==> config.mk <==
export PLATFORM = sky130hd
export DESIGN_NAME = uart_rx_fifo
export DESIGN_NICKNAME = d
export VERILOG_FILES = /design/src/rtl/uart_rx_fifo.sv
export SDC_FILE = /design/constraint.sdc
export NUM_CORES = 1
export LEC_CHECK = 0
export ABC_CLOCK_PERIOD_IN_PS = 3590
export BUFFER_PORTS_ARGS = -buffer_cell sky130_fd_sc_hd__clkbuf_2
export CAP_MARGIN = 20
export CORE_MARGIN = 1.5
export CORE_UTILIZATION = 35
export DETAILED_ROUTE_END_ITERATION = 8
export PLACE_DENSITY_LB_ADDON = 0.12
export SLEW_MARGIN = 20
export SYNTH_ARGS = -nofsm -noshare
export SYNTH_HDL_FRONTEND = slang
export SYNTH_SLANG_ARGS = --single-unit
==> constraint.sdc <==
create_clock -name clk_i -period 3.59 [get_ports clk_i]
set_input_delay 0.718 -clock clk_i [delete_from_list [all_inputs] [get_ports clk_i]]
set_output_delay 0.718 -clock clk_i [all_outputs]
set_load 0.01 [all_outputs]
==> src/rtl/uart_rx_fifo.sv <==
// UART 8N1 receiver, 16x oversampling, feeding a first-word-fall-through FIFO.
// Latency: 2-clock input sync; byte written at stop-bit centre, visible on valid_o next cycle.
// Backpressure: valid/ready on the FIFO head; a byte arriving while full is dropped and flagged.
module uart_rx_fifo #(
  parameter int FIFO_DEPTH = 8,
  parameter int DIV_W      = 16
) (
  input  logic                          clk_i,
  input  logic                          rst_i,
  input  logic [DIV_W-1:0]              divisor_i,
  input  logic                          rx_i,
  output logic [7:0]                    data_o,
  output logic                          valid_o,
  input  logic                          ready_i,
  output logic [$clog2(FIFO_DEPTH):0]   count_o,
  output logic                          frame_err_o,
  output logic                          overrun_o
);

  localparam int AW = $clog2(FIFO_DEPTH);

  typedef enum logic [2:0] {
    S_IDLE,
    S_START,
    S_DATA,
    S_STOP,
    S_BREAK
  } state_t;

  state_t           r_state;
  state_t           w_state_nxt;

  logic             r_sync1;
  logic             r_sync2;
  logic             w_rxs;

  logic [DIV_W-1:0] r_tick_cnt;
  logic             w_tick;
  logic [3:0]       r_osc;
  logic [2:0]       r_bit;
  logic [7:0]       r_shift;

  logic             w_osc_clr;
  logic             w_shift_en;
  logic             w_push;
  logic             w_ferr;

  logic [7:0]       r_mem [FIFO_DEPTH];
  logic [AW:0]      r_wptr;
  logic [AW:0]      r_rptr;
  logic             w_empty;
  logic             w_full;
  logic             w_pop;
  logic             w_wr;
  logic             r_ferr;
  logic             r_ovr;

  assign w_rxs = r_sync2;

  // Two-flop synchronizer; resets to the idle (high) line level.
  always_ff @(posedge clk_i) begin
    if (rst_i) begin
      r_sync1 <= 1'b1;
      r_sync2 <= 1'b1;
    end else begin
      r_sync1 <= rx_i;
      r_sync2 <= r_sync1;
    end
  end

  // Oversample tick: held at 0 while idle so the phase lines up with start detection.
  assign w_tick = (r_state != S_IDLE) && (r_tick_cnt == divisor_i);

  // Tick counter, wraps after reaching the divisor.
  always_ff @(posedge clk_i) begin
    if (rst_i || (r_state == S_IDLE) || w_tick) begin
      r_tick_cnt <= '0;
    end else begin
      r_tick_cnt <= r_tick_cnt + DIV_W'(1);
    end
  end

  // FSM state register.
  always_ff @(posedge clk_i) begin
    if (rst_i) begin
      r_state <= S_IDLE;
    end else begin
      r_state <= w_state_nxt;
    end
  end

  // Next-state and per-cycle control strobes.
  always_comb begin
    w_state_nxt = r_state;
    w_osc_clr   = 1'b0;
    w_shift_en  = 1'b0;
    w_push      = 1'b0;
    w_ferr      = 1'b0;
    case (r_state)
      S_IDLE: begin
        if (!w_rxs) begin
          w_state_nxt = S_START;
          w_osc_clr   = 1'b1;
        end
      end
      S_START: begin
        // 8th tick lands in the middle of the start bit.
        if (w_tick && (r_osc == 4'd7)) begin
          w_osc_clr   = 1'b1;
          w_state_nxt = w_rxs ? S_IDLE : S_DATA;
        end
      end
      S_DATA: begin
        if (w_tick && (r_osc == 4'd15)) begin
          w_shift_en = 1'b1;
          if (r_bit == 3'd7) begin
            w_state_nxt = S_STOP;
          end
        end
      end
      S_STOP: begin
        if (w_tick && (r_osc == 4'd15)) begin
          if (w_rxs) begin
            w_push      = 1'b1;
            w_state_nxt = S_IDLE;
          end else begin
            w_ferr      = 1'b1;
            w_state_nxt = S_BREAK;
          end
        end
      end
      S_BREAK: begin
        // Stay here until the line recovers so a held-low line flags only once.
        if (w_rxs) begin
          w_state_nxt = S_IDLE;
        end
      end
      default: begin
        w_state_nxt = S_IDLE;
      end
    endcase
  end

  // Oversample and bit counters plus the LSB-first shift register.
  always_ff @(posedge clk_i) begin
    if (rst_i) begin
      r_osc   <= '0;
      r_bit   <= '0;
      r_shift <= '0;
    end else begin
      if (w_osc_clr || (r_state == S_IDLE)) begin
        r_osc <= '0;
      end else if (w_tick) begin
        r_osc <= r_osc + 4'd1;
      end
      if (r_state == S_IDLE) begin
        r_bit <= '0;
      end else if (w_shift_en) begin
        r_bit <= r_bit + 3'd1;
      end
      if (w_shift_en) begin
        r_shift <= {w_rxs, r_shift[7:1]};
      end
    end
  end

  // FIFO status; pointers carry one extra bit to tell full from empty.
  assign w_empty = (r_wptr == r_rptr);
  assign w_full  = (r_wptr[AW-1:0] == r_rptr[AW-1:0]) && (r_wptr[AW] != r_rptr[AW]);
  assign w_pop   = !w_empty && ready_i;
  assign w_wr    = w_push && (!w_full || w_pop);

  // Storage array; contents are don't-care until written, so no reset.
  always_ff @(posedge clk_i) begin
    if (w_wr) begin
      r_mem[r_wptr[AW-1:0]] <= r_shift;
    end
  end

  // Pointers and the one-cycle error pulses.
  always_ff @(posedge clk_i) begin
    if (rst_i) begin
      r_wptr <= '0;
      r_rptr <= '0;
      r_ferr <= 1'b0;
      r_ovr  <= 1'b0;
    end else begin
      if (w_wr) begin
        r_wptr <= r_wptr + (AW+1)'(1);
      end
      if (w_pop) begin
        r_rptr <= r_rptr + (AW+1)'(1);
      end
      r_ferr <= w_ferr;
      r_ovr  <= w_push && w_full && !w_pop;
    end
  end

  assign valid_o     = !w_empty;
  assign count_o     = r_wptr - r_rptr;
  // Head is forced to 0 while empty so the output is clean out of reset.
  assign data_o      = w_empty ? 8'h00 : r_mem[r_rptr[AW-1:0]];
  assign frame_err_o = r_ferr;
  assign overrun_o   = r_ovr;

endmodule

==> flow_summary.json <==
{
  "arrival_ns": 3.05,
  "yosys.area.top_type": "edfxtp_1",
  "drtIter0Drc": 222,
  "grtUsageMet3": 0.0487,
  "r2r_setup_slack_ns": 0.60,
  "start_util": 0.358,
  "grt_antenna_before_repair": 0,
  "synth_edf_count": 64,
  "finish.cell_count_without_fillers": 640,
  "clk_latency_ns": 0.42,
  "ys_top_cells_by_count": "64 x edfxtp_1, 49 x dfxtp_1, 44 x nor2_1",
  "via_count": 3248,
  "io_pins": 35,
  "synth_ff_type": "edfxtp_1",
  "dp_cells": 608,
  "place_hpwl_um": 7620,
  "fin_nets": 477,
  "holdWs_ns": 0.407,
  "die_x_um": 122,
  "yosysWarnings": 0,
  "worst_ir_drop_vdd_mv": 0.255,
  "skew_ns": 0.00652,
  "cts.sinks": 113,
  "r2r_cells": 6,
  "dr.pass1.iters": 5,
  "cts_inserted_buffers": 17,
  "hold_viol": 0,
  "gp_congestion": 0.800,
  "die_y_um": 122,
  "period_needed_ns": 2.99,
  "grt.busiest_layer": "met2",
  "diodes": 0,
  "vias_per_cell": 5.08,
  "slew_headroom": 0.467,
  "grt_pass1_wl_um": 17900,
  "cp-endpoint": "r_mem[5][5]",
  "synth_cell_type_count": 36,
  "hp-class": "reg2reg",
  "outcome": "completed",
  "globalRouteTotalUtil": 0.166,
  "ctsResizeCount": 0,
  "die_area_um2": 14900,
  "max_freq_mhz": 335,
  "syn-instance-count": 408,
  "synthArstFlopShare": 0,
  "grt_max_degree": 28,
  "multi_input_area_um2": 1920,
  "drv_slew": 0,
  "synth_top_area_share": 0.388,
  "total_power_mw": 3.06,
  "synth_area_um2": 4950,
  "ant_nets": 0,
  "cts_setup_buffers": 0,
  "grt_pass1_vias": 3345,
  "regArea_um2": 2900,
  "ys_top_cells_by_area": "edfxtp_1 39%, dfxtp_1 20%, mux4_2 7.3%, xnor2_1 5.5%, nor2_1 3.3%",
  "detail_route.drc_violations": 0,
  "critPathKind": "reg2reg",
  "met2_usage": 0.278,
  "syn_to_final_growth_pct": 20.1,
  "port_buffers": 34,
  "num_rows": 43,
  "hold_path_depth": 1,
  "placed_cell_area_um2": 5340,
  "cp-start-kind": "flop",
  "tns_ns": 0,
  "synth_most_common_cell": "edfxtp_1",
  "p_per_area_nw_per_um2": 516,
  "setup_viol": 0,
  "cts_root_buf": "clkbuf_16",
  "cp.required_ns": 3.65,
  "p_leak_nw": 2.10,
  "rr_endpoint": "r_mem[5][5]",
  "endpoint_kind": "flop",
  "cts.path.max_buffers": 2,
  "syn_nets": 438,
  "synth.avg_cell_area_um2": 12.1,
  "maxCapViolations": 0,
  "overflow": 0,
  "rsz0062_at_grt": "false",
  "post-route-period-util": 0.832,
  "path_clk_slew_ns": 0.05,
  "seq_area_frac_synth": 0.586,
  "ys_ff_latch": 113,
  "core_um2": 13800,
  "path_max_fanout": 8,
  "stdcell_area_um2": 5940,
  "grtUsageMet1": 0.201,
  "fill_cells": 1280,
  "drive_above_1_share": 0.217,
  "cts_tree": "yes",
  "wire_per_inst_um": 17.2,
  "timing.rr.start": "r_osc[0]",
  "holdBufCountCts": 0,
  "startpoint": "r_osc[0]",
  "h-tree-depth": 4,
  "tightestPinTransition_ns": 0.798,
  "wl_um": 11000
}
==> state kept, by name, indices dropped and copies added (netlist names), named ones only <==
| register | cells |
|---|---|
| r_tick_cnt | 16 |
| r_osc | 4 |
| r_rptr | 4 |
| overrun_o | 1 |
| r_bit | 3 |
| r_wptr | 4 |
| r_sync1 | 1 |
| r_mem | 64 |
| r_state | 3 |
| r_shift | 8 |
| frame_err_o | 1 |
| r_sync2 | 1 |
==> final cells by class <==
class                   instances  area share
repair buffers                 43      0.0400
flip-flops and latches        113       0.488
inverters                      14     0.00884
clock inverters                11      0.0171
well taps                     180      0.0379
multi-input cells             258       0.323
clock buffers                  21      0.0846
==> cells by family (layout without fill, tap and decap cells) <==
logic type                 count (synthesis)  count (layout)  synth area share
xor gates and xnor gates                  37              37            0.0655
and+or+nand+nor                          140             140             0.151
adders and majority gates                 10              10            0.0268
AOI/OAI and AO/OA                         46              46            0.0501
buffers and inverters                     37              89            0.0293
DFF                                      113             113             0.586
muxes                                     25              25            0.0910
==> layout by cell type (no fill, tap or decap), types with 5 or more instances in the layout <==
master / count
a21oi_1: 21
and4_1: 6
buf_4: 9
clkbuf_16: 19
clkbuf_2: 34
clkinv_4: 5
dfxtp_1: 49
edfxtp_1: 64
ha_1: 9
inv_1: 14
mux2i_1: 9
mux4_2: 16
nand2_1: 13
nand3_1: 16
nand4_1: 19
nor2_1: 44
nor3_1: 11
o21ai_0: 17
o31ai_1: 5
or4_1: 5
xnor2_1: 31
xor2_1: 6
==> routing by layer <==
metal / wire length (µm) / up-vias
li1: - / 1595
met1: 4900 / 1571
met2: 5540 / 71
met3: 441 / 11
met4: 143 / 0
met5: 0 / -
==> worst min-delay path by stage <==
stage / startpoint / to / slack, ns
final: r_sync1 / r_sync2 / 0.41
after global routing: r_sync1 / r_sync2 / 0.42
after CTS: r_sync1 / r_sync2 / 0.41
after detailed placement: r_sync1 / r_sync2 / 0.40
after global placement: r_sync1 / r_sync2 / 0.40
after floorplan: r_sync1 / r_sync2 / 0.39
==> metrics by stage <==
step / util / worst slack (ns)
final: 0.430 / 0.603
after detailed placement: 0.386 / 0.472
after CTS: 0.430 / 0.578
after floorplan: - / 0.380
after global routing: 0.430 / 0.385
after global placement: 0.386 / 0.563
==> worst max-delay path, cell delays in order, from the launching register on <==
cell	delay [ns]
dfxtp_1	0.36
ha_1	0.27
nand3_2	0.15
or3_4	0.43
or4_1	0.55
nor2_1	0.34
and4_1	0.53
==> report_power, final <==
group	switching (mW)	leakage (nW)	internal (mW)
Sequential	0.00314	1.14	1.36
Clock	0.596	0.299	1.07
Combinational	0.0219	0.666	0.0183
Total	0.621	2.10	2.44
No activity file was read; power rests on OpenSTA's default activity.
